**src/rtl/aes_pkg.sv**
```systemverilog
// Shared AES decrypt-controller types: block width and controller FSM state.
package aes_pkg;

  localparam int unsigned AES_BLK_W = 128;

  typedef enum logic [1:0] {
    StNoKey,
    StSettle,
    StRun,
    StDrain
  } aes_state_e;

endpackage

```
**src/rtl/aes_dec_fifo.sv**
```systemverilog
// Synchronous first-word-fall-through FIFO; push and pop together at full keep the count.
module aes_dec_fifo #(
  parameter int unsigned Depth = 16,
  parameter int unsigned Width = 128
) (
  input  logic                           clk_i,
  input  logic                           rst_i,
  input  logic                           push_i,
  input  logic [Width-1:0]               wdata_i,
  input  logic                           pop_i,
  output logic [Width-1:0]               rdata_o,
  output logic                           valid_o,
  output logic [$clog2(Depth + 1)-1:0]   count_o
);

  localparam int unsigned PtrW = (Depth > 1) ? $clog2(Depth) : 1;
  localparam int unsigned CntW = $clog2(Depth + 1);

  logic [Width-1:0] mem_q [Depth];
  logic [PtrW-1:0]  wr_ptr_q, rd_ptr_q;
  logic [CntW-1:0]  count_q;
  logic             empty, full, do_push, do_pop;

  function automatic logic [PtrW-1:0] ptr_inc(input logic [PtrW-1:0] p);
    return (p == PtrW'(Depth - 1)) ? '0 : p + PtrW'(1);
  endfunction

  assign empty   = (count_q == '0);
  assign full    = (count_q == CntW'(Depth));
  assign do_pop  = pop_i & ~empty;
  // A pop frees the slot the simultaneous push lands in.
  assign do_push = push_i & (~full | do_pop);

  always_ff @(posedge clk_i) begin
    if (rst_i) begin
      wr_ptr_q <= '0;
      rd_ptr_q <= '0;
      count_q  <= '0;
    end else begin
      if (do_push) wr_ptr_q <= ptr_inc(wr_ptr_q);
      if (do_pop)  rd_ptr_q <= ptr_inc(rd_ptr_q);
      case ({do_push, do_pop})
        2'b10:   count_q <= count_q + CntW'(1);
        2'b01:   count_q <= count_q - CntW'(1);
        default: count_q <= count_q;
      endcase
    end
  end

  always_ff @(posedge clk_i) begin
    if (do_push) mem_q[wr_ptr_q] <= wdata_i;
  end

  assign valid_o = ~empty;
  assign rdata_o = empty ? '0 : mem_q[rd_ptr_q];
  assign count_o = count_q;

endmodule

```
**src/rtl/aes_dec_ctrl.sv**
```systemverilog
// Key/ciphertext sequencing around a fixed-latency AES decrypt pipeline with credit-based output buffer.
// Optional block counter output blk_cnt is enabled by defining AES_DEC_CTRL_STATS_EN.
module aes_dec_ctrl
  import aes_pkg::*;
#(
  parameter int unsigned LAT        = 10,
  parameter int unsigned KEY_SETTLE = 10,
  parameter int unsigned FIFO_DEPTH = 16
) (
  input  logic                 clk,
  input  logic                 rst,
  input  logic                 key_valid,
  output logic                 key_ready,
  input  logic [AES_BLK_W-1:0] key_data,
  input  logic                 s_valid,
  output logic                 s_ready,
  input  logic [AES_BLK_W-1:0] s_data,
  output logic [AES_BLK_W-1:0] dp_key,
  output logic [AES_BLK_W-1:0] dp_ct,
  input  logic [AES_BLK_W-1:0] dp_pt,
  output logic                 m_valid,
  input  logic                 m_ready,
  output logic [AES_BLK_W-1:0] m_data,
`ifdef AES_DEC_CTRL_STATS_EN
  output logic [31:0]          blk_cnt,
`endif
  output logic                 busy
);

  localparam int unsigned CntW = $clog2(FIFO_DEPTH + 1);
  localparam int unsigned SumW = CntW + 1;
  localparam int unsigned SetW = $clog2(KEY_SETTLE + 1);

  aes_state_e           state_q, state_d;
  logic [SetW-1:0]      settle_q, settle_d;
  logic [LAT-1:0]       sr_q;
  logic [CntW-1:0]      inflight_q, inflight_d, fifo_count;
  logic [SumW-1:0]      credit_used;
  logic [AES_BLK_W-1:0] dp_key_q, dp_ct_q;
  logic                 key_acc, issue, tail, pop;

  assign tail        = sr_q[LAT-1];
  assign key_ready   = (state_q == StNoKey) | ((state_q == StDrain) & (inflight_q == '0));
  assign key_acc     = key_valid & key_ready;
  // Every accepted block owns a FIFO slot until popped, so the buffer can never overflow.
  assign credit_used = SumW'(inflight_q) + SumW'(fifo_count);
  assign s_ready     = (state_q == StRun) & ~key_valid & (credit_used < SumW'(FIFO_DEPTH));
  assign issue       = s_valid & s_ready;
  assign pop         = m_valid & m_ready;

  always_comb begin
    state_d  = state_q;
    settle_d = settle_q;
    unique case (state_q)
      StNoKey, StDrain: begin
        if (key_acc) begin
          state_d  = StSettle;
          settle_d = SetW'(KEY_SETTLE - 1);
        end
      end
      StSettle: begin
        if (settle_q <= SetW'(1)) state_d = StRun;
        else                      settle_d = settle_q - SetW'(1);
      end
      StRun: begin
        if (key_valid) state_d = StDrain;
      end
      default: state_d = StNoKey;
    endcase
  end

  always_comb begin
    inflight_d = inflight_q;
    case ({issue, tail})
      2'b10:   inflight_d = inflight_q + CntW'(1);
      2'b01:   inflight_d = inflight_q - CntW'(1);
      default: inflight_d = inflight_q;
    endcase
  end

  always_ff @(posedge clk) begin
    if (rst) begin
      state_q    <= StNoKey;
      settle_q   <= '0;
      sr_q       <= '0;
      inflight_q <= '0;
      dp_key_q   <= '0;
      dp_ct_q    <= '0;
    end else begin
      state_q    <= state_d;
      settle_q   <= settle_d;
      sr_q       <= (sr_q << 1) | LAT'(issue);
      inflight_q <= inflight_d;
      if (key_acc) dp_key_q <= key_data;
      if (issue)   dp_ct_q  <= s_data;
    end
  end

  assign dp_key = dp_key_q;
  assign dp_ct  = dp_ct_q;

  aes_dec_fifo #(
    .Depth (FIFO_DEPTH),
    .Width (AES_BLK_W)
  ) u_fifo (
    .clk_i   (clk),
    .rst_i   (rst),
    .push_i  (tail),
    .wdata_i (dp_pt),
    .pop_i   (pop),
    .rdata_o (m_data),
    .valid_o (m_valid),
    .count_o (fifo_count)
  );

  assign busy = (inflight_q != '0) | m_valid;

`ifdef AES_DEC_CTRL_STATS_EN
  logic [31:0] blk_cnt_q;

  always_ff @(posedge clk) begin
    if (rst)      blk_cnt_q <= '0;
    else if (pop) blk_cnt_q <= blk_cnt_q + 32'd1;
  end

  assign blk_cnt = blk_cnt_q;
`endif

endmodule

```
**config.mk**
```make
export PLATFORM = sky130hd
export DESIGN_NAME = aes_dec_ctrl
export DESIGN_NICKNAME = d
export VERILOG_FILES = /design/src/rtl/aes_pkg.sv /design/src/rtl/aes_dec_fifo.sv /design/src/rtl/aes_dec_ctrl.sv
export SDC_FILE = /design/constraint.sdc
export NUM_CORES = 2
export LEC_CHECK = 0
export ABC_AREA = 1
export BUFFER_PORTS_ARGS = -buffer_cell sky130_fd_sc_hd__buf_2
export CELL_PAD_IN_SITES_DETAIL_PLACEMENT = 1
export CELL_PAD_IN_SITES_GLOBAL_PLACEMENT = 2
export CORE_AREA = 2 2 463 465
export DETAILED_ROUTE_END_ITERATION = 7
export DIE_AREA = 0 0 465 467
export PLACE_DENSITY = 0.85
export SKIP_CTS_REPAIR_TIMING = 1
export SLEW_MARGIN = 40
export SYNTH_ARGS = -nofsm -noshare
export SYNTH_HDL_FRONTEND = slang
export SYNTH_SLANG_ARGS = --single-unit
```
**constraint.sdc**
```tcl
create_clock -name clk -period 32.5 [get_ports clk]
set_input_delay 1.625 -clock clk [delete_from_list [all_inputs] [get_ports clk]]
set_output_delay 1.625 -clock clk [all_outputs]
set_load 0.005 [all_outputs]
```
==> flow_metrics.tcl <==
set metrics [dict create \
    status "completed" \
    clk_latency_ns 0.88 \
    r2r-end "inflight_q[4]" \
    remaining_drc_errors 0 \
    p_leak_nw 37.98 \
    synthArstFlopShare_pct 0 \
    critPathLaunchType "register" \
    grt_pass1_wl_um 439500 \
    stdcell_area_mm2 0.1075 \
    h-tree-depth 4 \
    yosys-top-cells-count "2,048 x edfxtp_1, 1,968 x nor2_1, 830 x o21ai_0, 512 x o211ai_1, 432 x inv_1" \
    dp_cells 11033 \
    max_slew_margin_pct 41.44 \
    initial_utilization_pct 43.98 \
    seq_area_mm2 0.06740 \
    fin_worst_skew_ns 0.03038 \
    instances_no_fill 11522 \
    place_congestion 0.8305 \
    powerDensity_mw_per_mm2 78.24 \
    hold_violations 0 \
    wire_per_inst_um 26.17 \
    total_power_mw 8.413 \
    yosysUniqueCellTypes 30 \
    netlist.area_leader.share_pct 66.06 \
    grt_max_degree 233 \
    end_kind "primary output" \
    maxSlewViolCount 0 \
    die_w_um 465 \
    cts_tree "built" \
    routed_via_density 5.689 \
    drt-initial-drc-count 6506 \
    crit_type "reg -> out" \
    hp-class "reg -> reg" \
    postRouteWirelength_um 301600 \
    utilization_pct 50.80 \
    r2r_slack_ns 28.60 \
    finalCritPeriodShare_pct 22.10 \
    cts_inserted_buffers 240 \
    die_h_um 467 \
    root_buffer "clkbuf_16" \
    die_area_mm2 0.2172 \
    syn_area_per_cell_um2 11.82 \
    ys.flop_type "edfxtp_1" \
    ir_drop_v 0.00006300 \
    drive_above_1_share_pct 14.55 \
    num_rows 169 \
    synth.most_common_cell "edfxtp_1" \
    antenna_found_initial 118 \
    setup_viol 0 \
    syn_nets 8290 \
    dpl.hpwl_um 165900 \
    drtPass1Iterations 5 \
    worstPathArrival_ns 5.56 \
    clk_path_buf_depth 3 \
    cts.sink_count 2342 \
    ff2ff_path_depth 12 \
    multi_input_area_mm2 0.02179 \
    fmax_ghz 0.1392 \
    io_pins 777 \
    placed_cell_area_mm2 0.09960 \
    grt_overflow 0 \
    maxCapViolCount 0 \
    min_from "sr_q[7]" \
    synth_enable_flop_cells 2048 \
    synth.largest_area_cell "edfxtp_1" \
    fin_setup_tns_ns 0 \
    core_mm2 0.2117 \
    crit_fanout 156 \
    ant_nets 0 \
    clk_pin_slew_ns 0.06 \
    tightest_slew_ns 0.8784 \
    yosysSeqAreaShare_pct 72.38 \
    grt.total_usage_pct 26.99 \
    period_minus_slack_ns 7.184 \
    yosys_warnings 0 \
    fin_nets 8871 \
    grt_pass1_vias 66929 \
    whs_endpoint "sr_q[8]" \
    syn_to_final_growth_pct 15.50 \
    synth_area_leaders "edfxtp_1 66%, nor2_1 7.9%, dfxtp_1 6.3%" \
    fillers 22064 \
    reg2reg_from "u_fifo.count_o[4]" \
    ys_seq_elements 2342 \
    cp.required_ns 30.87 \
    synthCells 7875 \
    numPortBuffers 776 \
    syn_area_mm2 0.09309 \
    vias 65543 \
    rsz0062_at_grt "no" \
    hold_depth 2 \
]
## placed cells by master, fill, tap and decap left out, types with 49 or more instances in the layout
cell and count:
a21oi_1 142, buf_2 775, buf_4 55, clkbuf_1 52, clkbuf_16 248, clkinv_1 55, dfxtp_1 290, diode_2 49
edfxtp_1 2048, inv_1 426, nand2_1 296, nand3_1 276, nand4_1 130, nor2_1 1953, o211ai_1 512, o21ai_0 830
o21ai_1 336
## layer usage
metal	up-vias	wire, µm	GRT usage [%]
met2	2327	146700	44.95
li1	29144	-	-
met5	-	297	0
met3	588	19360	5.085
met4	48	11930	11.44
met1	33436	123200	34.60
## state kept, by name, indices dropped and copies added (netlist names), named ones only
register,cells
u_fifo.count_o,5
sr_q,10
dp_ct,128
u_fifo.wr_ptr_q,4
u_fifo.mem_q,2048
inflight_q,5
settle_q,4
state_q,2
dp_key,128
u_fifo.rd_ptr_q,4
## logic make-up after synthesis
family          synth area share (%)
compound gates                 11.20
xor+xnor                      0.1035
fa+ha+maj                     0.3656
buf+inv                        4.379
flops                          72.38
simple gates                   11.57
## stage by stage
stage / hold slack (ns) / setup WS (ns)
after floorplan: 0.3883 / 21.14
after CTS: 0.4094 / 24.75
after global routing: 0.4382 / 25.09
final: 0.4045 / 25.32
after global placement: 0.3944 / 25.45
after detailed placement: 0.3972 / 25.68
## critical path, stage by stage (launching register included)
cell and delay (ns):
dfxtp_4 0.57, buf_4 0.58, buf_12 0.53, buf_6 0.62, buf_4 0.77, o21ai_0 0.23
o211ai_1 0.25, nand3_1 0.09, a21oi_1 0.49, buf_2 0.22
## worst max path at each step
| stage | slack [ns] | cells past startpoint | end | from |
|---|---|---|---|---|
| floorplan | 21.14 | 5 | u_fifo.mem_q[7][0] | m_ready |
| global placement | 25.45 | 9 | m_data[119] | register |
| detailed placement | 25.68 | 9 | m_data[119] | register |
| CTS | 24.75 | 9 | m_data[106] | register |
| global route | 25.09 | 11 | m_data[115] | register |
| finish | 25.32 | 9 | m_data[94] | register |
## report_power, final
part	switching (mW)	total, mW	internal (mW)
combinational	1.61	2.28	0.671
sequential	0.0587	3.40	3.34
clock	1.17	2.73	1.56
## area by class of cell
cell class                 count  share of cell area [%]
clock buffer                 310                   6.075
clock inverter               128                   1.100
antenna                       49                  0.1140
sequential                  2342                   62.68
tap                         2821                   3.283
multi-input combinational   4544                   20.27
timing repair buffer         895                   4.910
inverter                     433                   1.571
Note: power is estimated with default switching activity, not from simulation.
